$ cat config.mk
export PLATFORM = sky130hd
export DESIGN_NAME = konami_scan_display
export DESIGN_NICKNAME = d
export VERILOG_FILES = /design/src/rtl/konami_pkg.sv /design/src/rtl/konami_glyph_rom.sv /design/src/rtl/konami_scan_display.sv
export SDC_FILE = /design/constraint.sdc
export NUM_CORES = 1
export LEC_CHECK = 0
export CORE_MARGIN = 5
export CORE_UTILIZATION = 50
export CTS_CLUSTER_DIAMETER = 60
export DETAILED_ROUTE_END_ITERATION = 12
export GPL_TIMING_DRIVEN = 0
export PLACE_DENSITY = 0.74
export SYNTH_ARGS = -nofsm -noshare
export SYNTH_HDL_FRONTEND = slang
export SYNTH_HIERARCHICAL = 1
export SYNTH_SLANG_ARGS = --single-unit
$ cat constraint.sdc
create_clock -name clk -period 2.4 [get_ports clk]
set_clock_uncertainty 0.15 [all_clocks]
set_input_delay 0.72 -clock clk [delete_from_list [all_inputs] [get_ports clk]]
set_output_delay 0.72 -clock clk [all_outputs]
set_load 0.03 [all_outputs]
$ cat src/rtl/konami_pkg.sv
// Shared constants for the Konami-code acceptor display: segment glyphs
// (bit 0 = segment A, bit 6 = segment G) and the acceptor state encoding.
package konami_pkg;

    localparam logic [6:0] GLYPH_U     = 7'b0111110;
    localparam logic [6:0] GLYPH_P     = 7'b1110011;
    localparam logic [6:0] GLYPH_D     = 7'b1011110;
    localparam logic [6:0] GLYPH_N     = 7'b1010100;
    localparam logic [6:0] GLYPH_L     = 7'b0111000;
    localparam logic [6:0] GLYPH_F     = 7'b1110001;
    localparam logic [6:0] GLYPH_R     = 7'b1010000;
    localparam logic [6:0] GLYPH_H     = 7'b1110100;
    localparam logic [6:0] GLYPH_ZERO  = 7'b0111111;
    localparam logic [6:0] GLYPH_ONE   = 7'b0000110;
    localparam logic [6:0] GLYPH_TWO   = 7'b1011011;
    localparam logic [6:0] GLYPH_NINE  = 7'b1101111;
    localparam logic [6:0] GLYPH_DASH  = 7'b1000000;
    localparam logic [6:0] GLYPH_BLANK = 7'b0000000;

    typedef enum logic [3:0] {
        ST_IDLE   = 4'd0,
        ST_STEP1  = 4'd1,
        ST_STEP2  = 4'd2,
        ST_STEP3  = 4'd3,
        ST_STEP4  = 4'd4,
        ST_STEP5  = 4'd5,
        ST_STEP6  = 4'd6,
        ST_STEP7  = 4'd7,
        ST_STEP8  = 4'd8,
        ST_ACCEPT = 4'd9,
        ST_ERR1   = 4'd10,
        ST_ERR2   = 4'd11,
        ST_ERR3   = 4'd12,
        ST_ERR4   = 4'd13,
        ST_ERR5   = 4'd14,
        ST_ERR6   = 4'd15
    } acceptor_state_e;

    localparam logic [3:0] ACCEPT_STATE = ST_ACCEPT;

endpackage

$ cat src/rtl/konami_glyph_rom.sv
// Combinational glyph lookup: segment pattern for one digit position of a
// given acceptor state. Positions 4 and up are always blank.
module konami_glyph_rom
    import konami_pkg::*;
(
    input  logic [3:0] state,
    input  logic [2:0] digit,
    output logic [6:0] seg
);

    logic [6:0] col0;
    logic [6:0] col1;
    logic [6:0] col3;

    always_comb begin
        col0 = GLYPH_DASH;
        col1 = GLYPH_DASH;
        col3 = GLYPH_DASH;

        // Steps pair up as direction words (up/dn/lf/rh) plus a 1/2 ordinal.
        case (acceptor_state_e'(state))
            ST_STEP1, ST_STEP2: begin col0 = GLYPH_U; col1 = GLYPH_P; end
            ST_STEP3, ST_STEP4: begin col0 = GLYPH_D; col1 = GLYPH_N; end
            ST_STEP5, ST_STEP7: begin col0 = GLYPH_L; col1 = GLYPH_F; end
            ST_STEP6, ST_STEP8: begin col0 = GLYPH_R; col1 = GLYPH_H; end
            default: ;
        endcase

        case (acceptor_state_e'(state))
            ST_STEP1, ST_STEP3, ST_STEP5, ST_STEP6: col3 = GLYPH_ONE;
            ST_STEP2, ST_STEP4, ST_STEP7, ST_STEP8: col3 = GLYPH_TWO;
            default: ;
        endcase

        seg = GLYPH_BLANK;
        if (!digit[2]) begin
            if (state == ACCEPT_STATE) begin
                seg = GLYPH_NINE;
            end else if (state > ACCEPT_STATE) begin
                seg = GLYPH_ZERO;
            end else begin
                case (digit[1:0])
                    2'd0:    seg = col0;
                    2'd1:    seg = col1;
                    2'd2:    seg = GLYPH_DASH;
                    default: seg = col3;
                endcase
            end
        end
    end

endmodule

$ cat src/rtl/konami_scan_display.sv
// Multiplexed 7-segment scanner showing the acceptor state, with blinking
// in the accept state. Outputs are registered (one cycle behind the scan).
module konami_scan_display
    import konami_pkg::*;
#(
    parameter int NUM_DIGITS = 4,
    parameter int SCAN_DIV   = 1000,
    parameter int BLINK_DIV  = 64
) (
    input  logic                  clk,
    input  logic                  reset,
    input  logic [3:0]            state,
    input  logic                  enable,
    output logic [6:0]            seg,
    output logic [NUM_DIGITS-1:0] digit_sel
);

    localparam int P_W = (SCAN_DIV > 1) ? $clog2(SCAN_DIV) : 1;
    localparam int F_W = (BLINK_DIV > 1) ? $clog2(BLINK_DIV) : 1;
    localparam logic [P_W-1:0] P_LAST = P_W'(SCAN_DIV - 1);
    localparam logic [F_W-1:0] F_LAST = F_W'(BLINK_DIV - 1);
    localparam logic [2:0]     D_LAST = 3'(NUM_DIGITS - 1);

    logic [P_W-1:0]        p_q, p_d;
    logic [2:0]            d_q, d_d;
    logic [3:0]            latched_state_q, latched_state_d;
    logic [F_W-1:0]        frame_q, frame_d;
    logic                  blink_on_q, blink_on_d;
    logic [6:0]            seg_q, seg_d;
    logic [NUM_DIGITS-1:0] digit_sel_q, digit_sel_d;

    logic [6:0] glyph;
    logic       p_tc;
    logic       frame_end;

    konami_glyph_rom u_glyph_rom (
        .state (latched_state_q),
        .digit (d_q),
        .seg   (glyph)
    );

    always_comb begin
        p_tc      = (p_q == P_LAST);
        frame_end = p_tc && (d_q == D_LAST);

        p_d = p_tc ? '0 : p_q + P_W'(1);
        d_d = d_q;
        if (p_tc) begin
            d_d = (d_q == D_LAST) ? '0 : d_q + 3'd1;
        end

        latched_state_d = frame_end ? state : latched_state_q;

        // Keyed on the incoming latched state so the first frame after
        // leaving accept is already visible; counting only covers frames
        // that were themselves shown as accept.
        frame_d    = frame_q;
        blink_on_d = blink_on_q;
        if (latched_state_d != ACCEPT_STATE) begin
            frame_d    = '0;
            blink_on_d = 1'b1;
        end else if (frame_end && (latched_state_q == ACCEPT_STATE)) begin
            if (frame_q == F_LAST) begin
                frame_d    = '0;
                blink_on_d = ~blink_on_q;
            end else begin
                frame_d = frame_q + F_W'(1);
            end
        end

        seg_d       = GLYPH_BLANK;
        digit_sel_d = '0;
        if (enable && blink_on_q) begin
            seg_d       = glyph;
            digit_sel_d = NUM_DIGITS'(1) << d_q;
        end
    end

    always_ff @(posedge clk or posedge reset) begin
        if (reset) begin
            p_q             <= '0;
            d_q             <= '0;
            latched_state_q <= ST_IDLE;
            frame_q         <= '0;
            blink_on_q      <= 1'b1;
            seg_q           <= '0;
            digit_sel_q     <= '0;
        end else begin
            p_q             <= p_d;
            d_q             <= d_d;
            latched_state_q <= latched_state_d;
            frame_q         <= frame_d;
            blink_on_q      <= blink_on_d;
            seg_q           <= seg_d;
            digit_sel_q     <= digit_sel_d;
        end
    end

    assign seg       = seg_q;
    assign digit_sel = digit_sel_q;

endmodule

; Yosys cells after proc, flatten, opt, wreduce, memory -nomap -nowiden
; Cells that the tools add are included.
[totals]
register_bits = 35
inputBits = 7
output_inout_bits = 11
elab_cells = 59
[op_classes]
addsub = 3
order_cmp = 1
n_eq_ne = 15
n_shift = 1
mux = 18
bitwise = 1
reduce_logical = 13
[ops]
columns = cell, n
row1 = 7-bit two-way mux, 4
row2 = 7-bit case mux with 4 select lines, 1
row3 = 6-bit case mux with 4 select lines, 1
row4 = 7-bit case mux with 3 select lines, 1
row5 = 6-bit two-way mux, 3
row6 = 4-bit by 3-bit == test with 1-bit output (second input constant), 4
row7 = 7-bit case mux with 2 select lines, 1
row8 = 10-bit by 1-bit adder with 10-bit output (second input constant), 1
row9 = 10-bit == test (second input constant), 1
row10 = 10-bit two-way mux, 1
row11 = 4-bit by 2-bit == test with 1-bit output (second input constant), 2
row12 = 4-bit == test (second input constant), 2
row13 = 4-bit two-way mux, 2
row14 = 2-bit OR reduction, 4
row15 = 4-bit OR reduction, 2
row16 = 6-bit by 1-bit adder with 6-bit output (second input constant), 1
row17 = 6-bit == test (second input constant), 1
row18 = 4-bit by 1-bit == test with 1-bit output (second input constant), 1
row19 = 4-bit > comparator (second input constant), 1
row20 = 4-bit != test (second input constant), 1
row21 = 2-bit nonzero test, 2
row22 = 1-bit by 3-bit left shift with 4-bit output (first input constant), 1
row23 = 3-bit by 1-bit adder with 3-bit output (second input constant), 1
row24 = 3-bit by 2-bit == test with 1-bit output (second input constant), 1
row25 = other kinds (8), 12

; Logic depth before layout (Yosys ltp)
[logic_depth]
ltp_word = 8
mapped_depth = 7

; Cells and area by module
; Netlist, hierarchy kept.
[modules_own_cells]
columns = mod, instances, cells_per_inst, area_each_um2, seq_area_each_um2
row1 = konami_scan_display, 1, 137, 1600.3, 877.1
row2 = konami_glyph_rom, 1, 75, 488.0, 0.0

; Worst setup path before layout
; No wires, ideal clock.
[synth_path]
kind = flip-flop to flip-flop
from = reg d_q[0]
to = reg seg_q[1], in the netlist seg[1]
setup_time_ns = 0.066
arrival_time_ns = 1.833
required_time_ns = 2.184
slack_ns = 0.351
path_stages_with_launch = 8
n_path_buf = 0
synth_period_minus_slack_ns = 2.049
cell_sequence = dfrtp_1 -> inv_1 -> ha_1 -> or3b_1 -> a211o_1 -> a41o_1 -> a41oi_2 -> and3_1
[synth_via]
elab_chain_len = 6
[synth_lines]
columns = element, line
row1 = start: declaration, konami_scan_display.sv:25  ; logic [2:0] d_q, d_d;
row2 = start signal: assignment, konami_scan_display.sv:82  ; d_q <= '0;
row3 = start signal: assignment, konami_scan_display.sv:90  ; d_q <= d_d;
row4 = 2-bit == test (tied with other cells), konami_glyph_rom.sv:42  ; case (digit[1:0])
row5 = 7-bit case mux with 3 select lines (*), konami_glyph_rom.sv:42
row6 = 7-bit two-way mux (*), konami_glyph_rom.sv:39  ; end else if (state > ACCEPT_STATE) begin
row7 = 7-bit two-way mux (*), konami_glyph_rom.sv:37  ; if (state == ACCEPT_STATE) begin
row8 = 7-bit two-way mux (*), konami_glyph_rom.sv:36  ; if (!digit[2]) begin
row9 = named net glyph[1], konami_scan_display.sv:32  ; logic [6:0] glyph;
row10 = 7-bit two-way mux (*), konami_scan_display.sv:73  ; if (enable && blink_on_q) begin
row11 = named net seg_d[1], konami_scan_display.sv:29  ; logic [6:0] seg_q, seg_d;
row12 = end signal: assignment, konami_scan_display.sv:94  ; seg_q <= seg_d;
row13 = end: declaration, konami_scan_display.sv:29
; Mark *: on every way through the listed nets, which the timed path passes. The rest lies on a longest branch.
; A chain may end at the register's enable or synchronous reset.

; Worst setup path after layout
[layout_path]
from = reg latched_state_q[3]
to = reg frame_q[3]
[layout_via]
elab_chain_len = 3
[layout_lines]
columns = element, line
row1 = start: declaration, konami_scan_display.sv:26  ; logic [3:0] latched_state_q, latched_state_d;
row2 = start signal: assignment, konami_scan_display.sv:91  ; latched_state_q <= latched_state_d;
row3 = 4-bit two-way mux or 4-bit == test (tied branches), "konami_scan_display.sv:52, konami_scan_display.sv:62"
row4 = 4-bit != test or 1-bit logical AND (tied branches), "konami_scan_display.sv:59, konami_scan_display.sv:62"
row5 = 6-bit two-way mux or 2-bit nonzero test (tied branches), --
row6 = end signal: assignment, konami_scan_display.sv:92  ; frame_q <= frame_d;
row7 = end: declaration, konami_scan_display.sv:27  ; logic [F_W-1:0] frame_q, frame_d;
; Parallel ways exist; a longest one is shown, timed or not.

==> results.md <==
* Critical path launch point type: flip-flop
* Most frequent cells in the layout: 34 x dfrtp_1, 17 x clkdlybuf4s50_1, 15 x o21ai_0
* Wire per inst at 13.9 µm
* Antenna Cells at 0
* Cells after Synth at 212
* CP max-delay cell: dfrtp_1
* Data required, critical path at 2.46 ns
* First-pass GRT wire length at 6.90 mm
* Seq/Total Area, Yosys at a little over two fifths
* Max_slew headroom at between 50% and 60%
* Avg Cell Area, Syn at 9.85 µm²
* Crit-path leading delay family: simple AND/OR/NAND/NOR gates
* WS Path Type: flip-flop to flip-flop
* Std-Cell Rows at 23
* Ys async rst share at 100%
* Die width at approximately 75 µm
* Hold WC Path Type: flip-flop to flip-flop
* Worst-Margin Slew at 0.694 ns
* Layout cell share with drive strength beyond 1 at 12.7%
* H-tree depth at 2
* Total gr overflow at 0
* Gr usage total at 16.1%
* Mapped cell area at about 2100 µm²
* Register bit count reported by yosys at 35
* Placed Cells at ~280
* Final ANT Viol Nets at 0
* Hpwl dp at 2.81 mm
* Clk buf depth at 2
* Crit path time final at roughly 2.3 ns
* Initial Util at 51.8%
* VDD IR-drop max at 0.283 mV
* Largest net degree at the start of global routing at 36
* Final setup margin at 0.120 ns
* P&R area growth vs syn at 15.3%
* Syn nets at 228
* Routability Congestion at between 0.9 and 1
* CP Max Fanout at 10
* Core area at 4030 µm²
* CP bufs+invs at 1
* PD cells at 426 nW/µm²
* CP arrival at 2.34 ns
* TNS Setup at 0 ns
* Commonest non-fill, non-tap cell in the layout: dfrtp_1
* Clock transition at path regs at ~0.070 ns
* DIE HEIGHT at 74.6 µm
* Crit Reg-Reg Startpoint: latched_state_q[3]
* Most used DFF post-synth: dfrtp_1
* # IOs at 18
* CTS Buf Count at 5
* Initial antenna violation count at 0
* Final cell count without fillers at 287
* Vias in the first global route at 1464
* Iteration-0 DRC Markers at 87
* Yosys cell types at 53
* Final hold violations at 0
* Worst-Skew Late Latency at approximately 0.28 ns
* Pre-CTS setup slack at -0.0116 ns
* Critical Path Start: latched_state_q[3]
* Port Buf Inserts at 17
* Worst setup EP type: flip-flop
* DRC at 0
* Outcome: completed
* TritonCTS clock tree: yes
* 1st-pass router iterations at 4
* Placed Area at 2320 µm²
* Synth warn at 6
* Number of max-cap violations at 0
* CP max stage delay at 0.48 ns
* Fmax at 0.439 GHz
* Cells along the critical path: nor4bb_2 > nand4bb_1 > clkbuf_1 > or3b_2 > a21oi_1
* Nets at 252
* Total vias in the final route at 1639
* Final Cycle Share at 95.0%
* Routed WL at 3.98 mm
* DR vias/cell at 5.71
* RSZ-0062 raised after global routing: yes
* Clock root buffer: clkbuf_8
* Clk sinks at 35
* Slew Viols, Final at 0
* Hold Startpoint: p_q[0]
* Final setup fails at 0
* Die area at 5570 µm²
* Post-synth EDFFs at 0
* LEAKAGE at slightly above 0.001 µW
* Design area at approximately 2400 µm²
registers in the layout, summed over array words and instances (netlist names):
| register | count |
|---|---|
| blink_on_q | 1 |
| d_q | 3 |
| digit_sel | 4 |
| frame_q | 6 |
| latched_state_q | 4 |
| p_q | 10 |
| seg | 7 |
per-stage QoR:
step / util, % / power, µW / hold slack [ns]
2_1_floorplan: - / 618 / 0.297
3_3_place_gp: 57.6 / 636 / 0.318
3_5_place_dp: 57.6 / 636 / 0.332
4_1_cts: 59.6 / 1040 / 0.341
5_1_grt: 59.8 / 1070 / 0.360
6_report: 59.8 / 1030 / 0.343
path summary, 6_finish.rpt:
check,endpoint,slack (ns),cells after the start
setup / recovery,frame_q[3],0.12,5
hold / removal,p_q[0],0.34,1
setup reg to reg,frame_q[3],0.12,5
hold reg to reg,p_q[0],0.34,1
max in group asynchronous,seg[1],0.94,2
min in group asynchronous,p_q[2],0.71,2
power breakdown:
| group | total [µW] | switching [µW] | internal [µW] |
|---|---|---|---|
| clock network | 401 | 197 | 203 |
| registers | 592 | 0.341 | 592 |
| logic | 32.5 | 19.3 | 13.2 |
layer usage:
| metal | vias to the layer above | wire length (µm) | part of all wire [%] | global-route usage, % |
|---|---|---|---|---|
| li1 | 817 | - | - | - |
| met1 | 762 | 1920 | 48 | 22.6 |
| met2 | 51 | 1750 | 44 | 23.7 |
| met3 | 9 | 247 | 6.2 | 4.81 |
| met4 | 0 | 73 | 1.8 | 5.34 |
| met5 | - | 0 | 0 | 0 |
what timing repair did:
item | in CTS | in global routing
resized for setup | 0 | 1
setup endpoints to repair | 0 | 3
hold buffers | 0 | 0
setup buffers | 0 | 0
cell type report:
cell class / count / area [µm²]
fillers: 357 / 1620
repair buffers: 17 / 170
clock buffers: 7 / 76.3
flip-flops and latches: 35 / 877
plain buffers: 10 / 70.1
well taps: 50 / 62.6
inverters: 10 / 37.5
clock inverters: 1 / 5.00
multi-input cells: 157 / 1110
synthesized netlist by cell type (3+ instances only):
master | instances | area [µm²]
nor3b_1 | 3 | 22.5
or3_1 | 4 | 25.0
xor2_1 | 6 | 52.6
nor3_1 | 5 | 25.0
ha_1 | 9 | 113
nor4bb_1 | 4 | 40.0
nand2b_1 | 4 | 25.0
nor2_1 | 11 | 41.3
a21oi_1 | 8 | 40.0
a31oi_1 | 6 | 37.5
inv_1 | 10 | 37.5
a211oi_1 | 4 | 30.0
o21ai_0 | 15 | 75.1
buf_4 | 4 | 30.0
dfrtp_1 | 34 | 851
nand3_1 | 12 | 60.1
mux2_2 | 4 | 45.0
nand2_1 | 12 | 45.0
a21o_1 | 3 | 22.5
and3_1 | 11 | 68.8
logic make-up (layout without fill, tap and decap cells):
group | count (synthesis) | count (layout) | synth area share, %
adder cells (fa/ha/maj) | 9 | 9 | 5.39
flip-flops | 35 | 35 | 42.0
AO/OA/AOI/OAI | 53 | 53 | 16.7
buffers and inverters | 20 | 45 | 5.15
XOR/XNOR | 7 | 7 | 2.94
AND/OR/NAND/NOR | 82 | 82 | 24.7
multiplexers | 6 | 6 | 3.12
No activity file was read; power rests on OpenSTA's default activity.
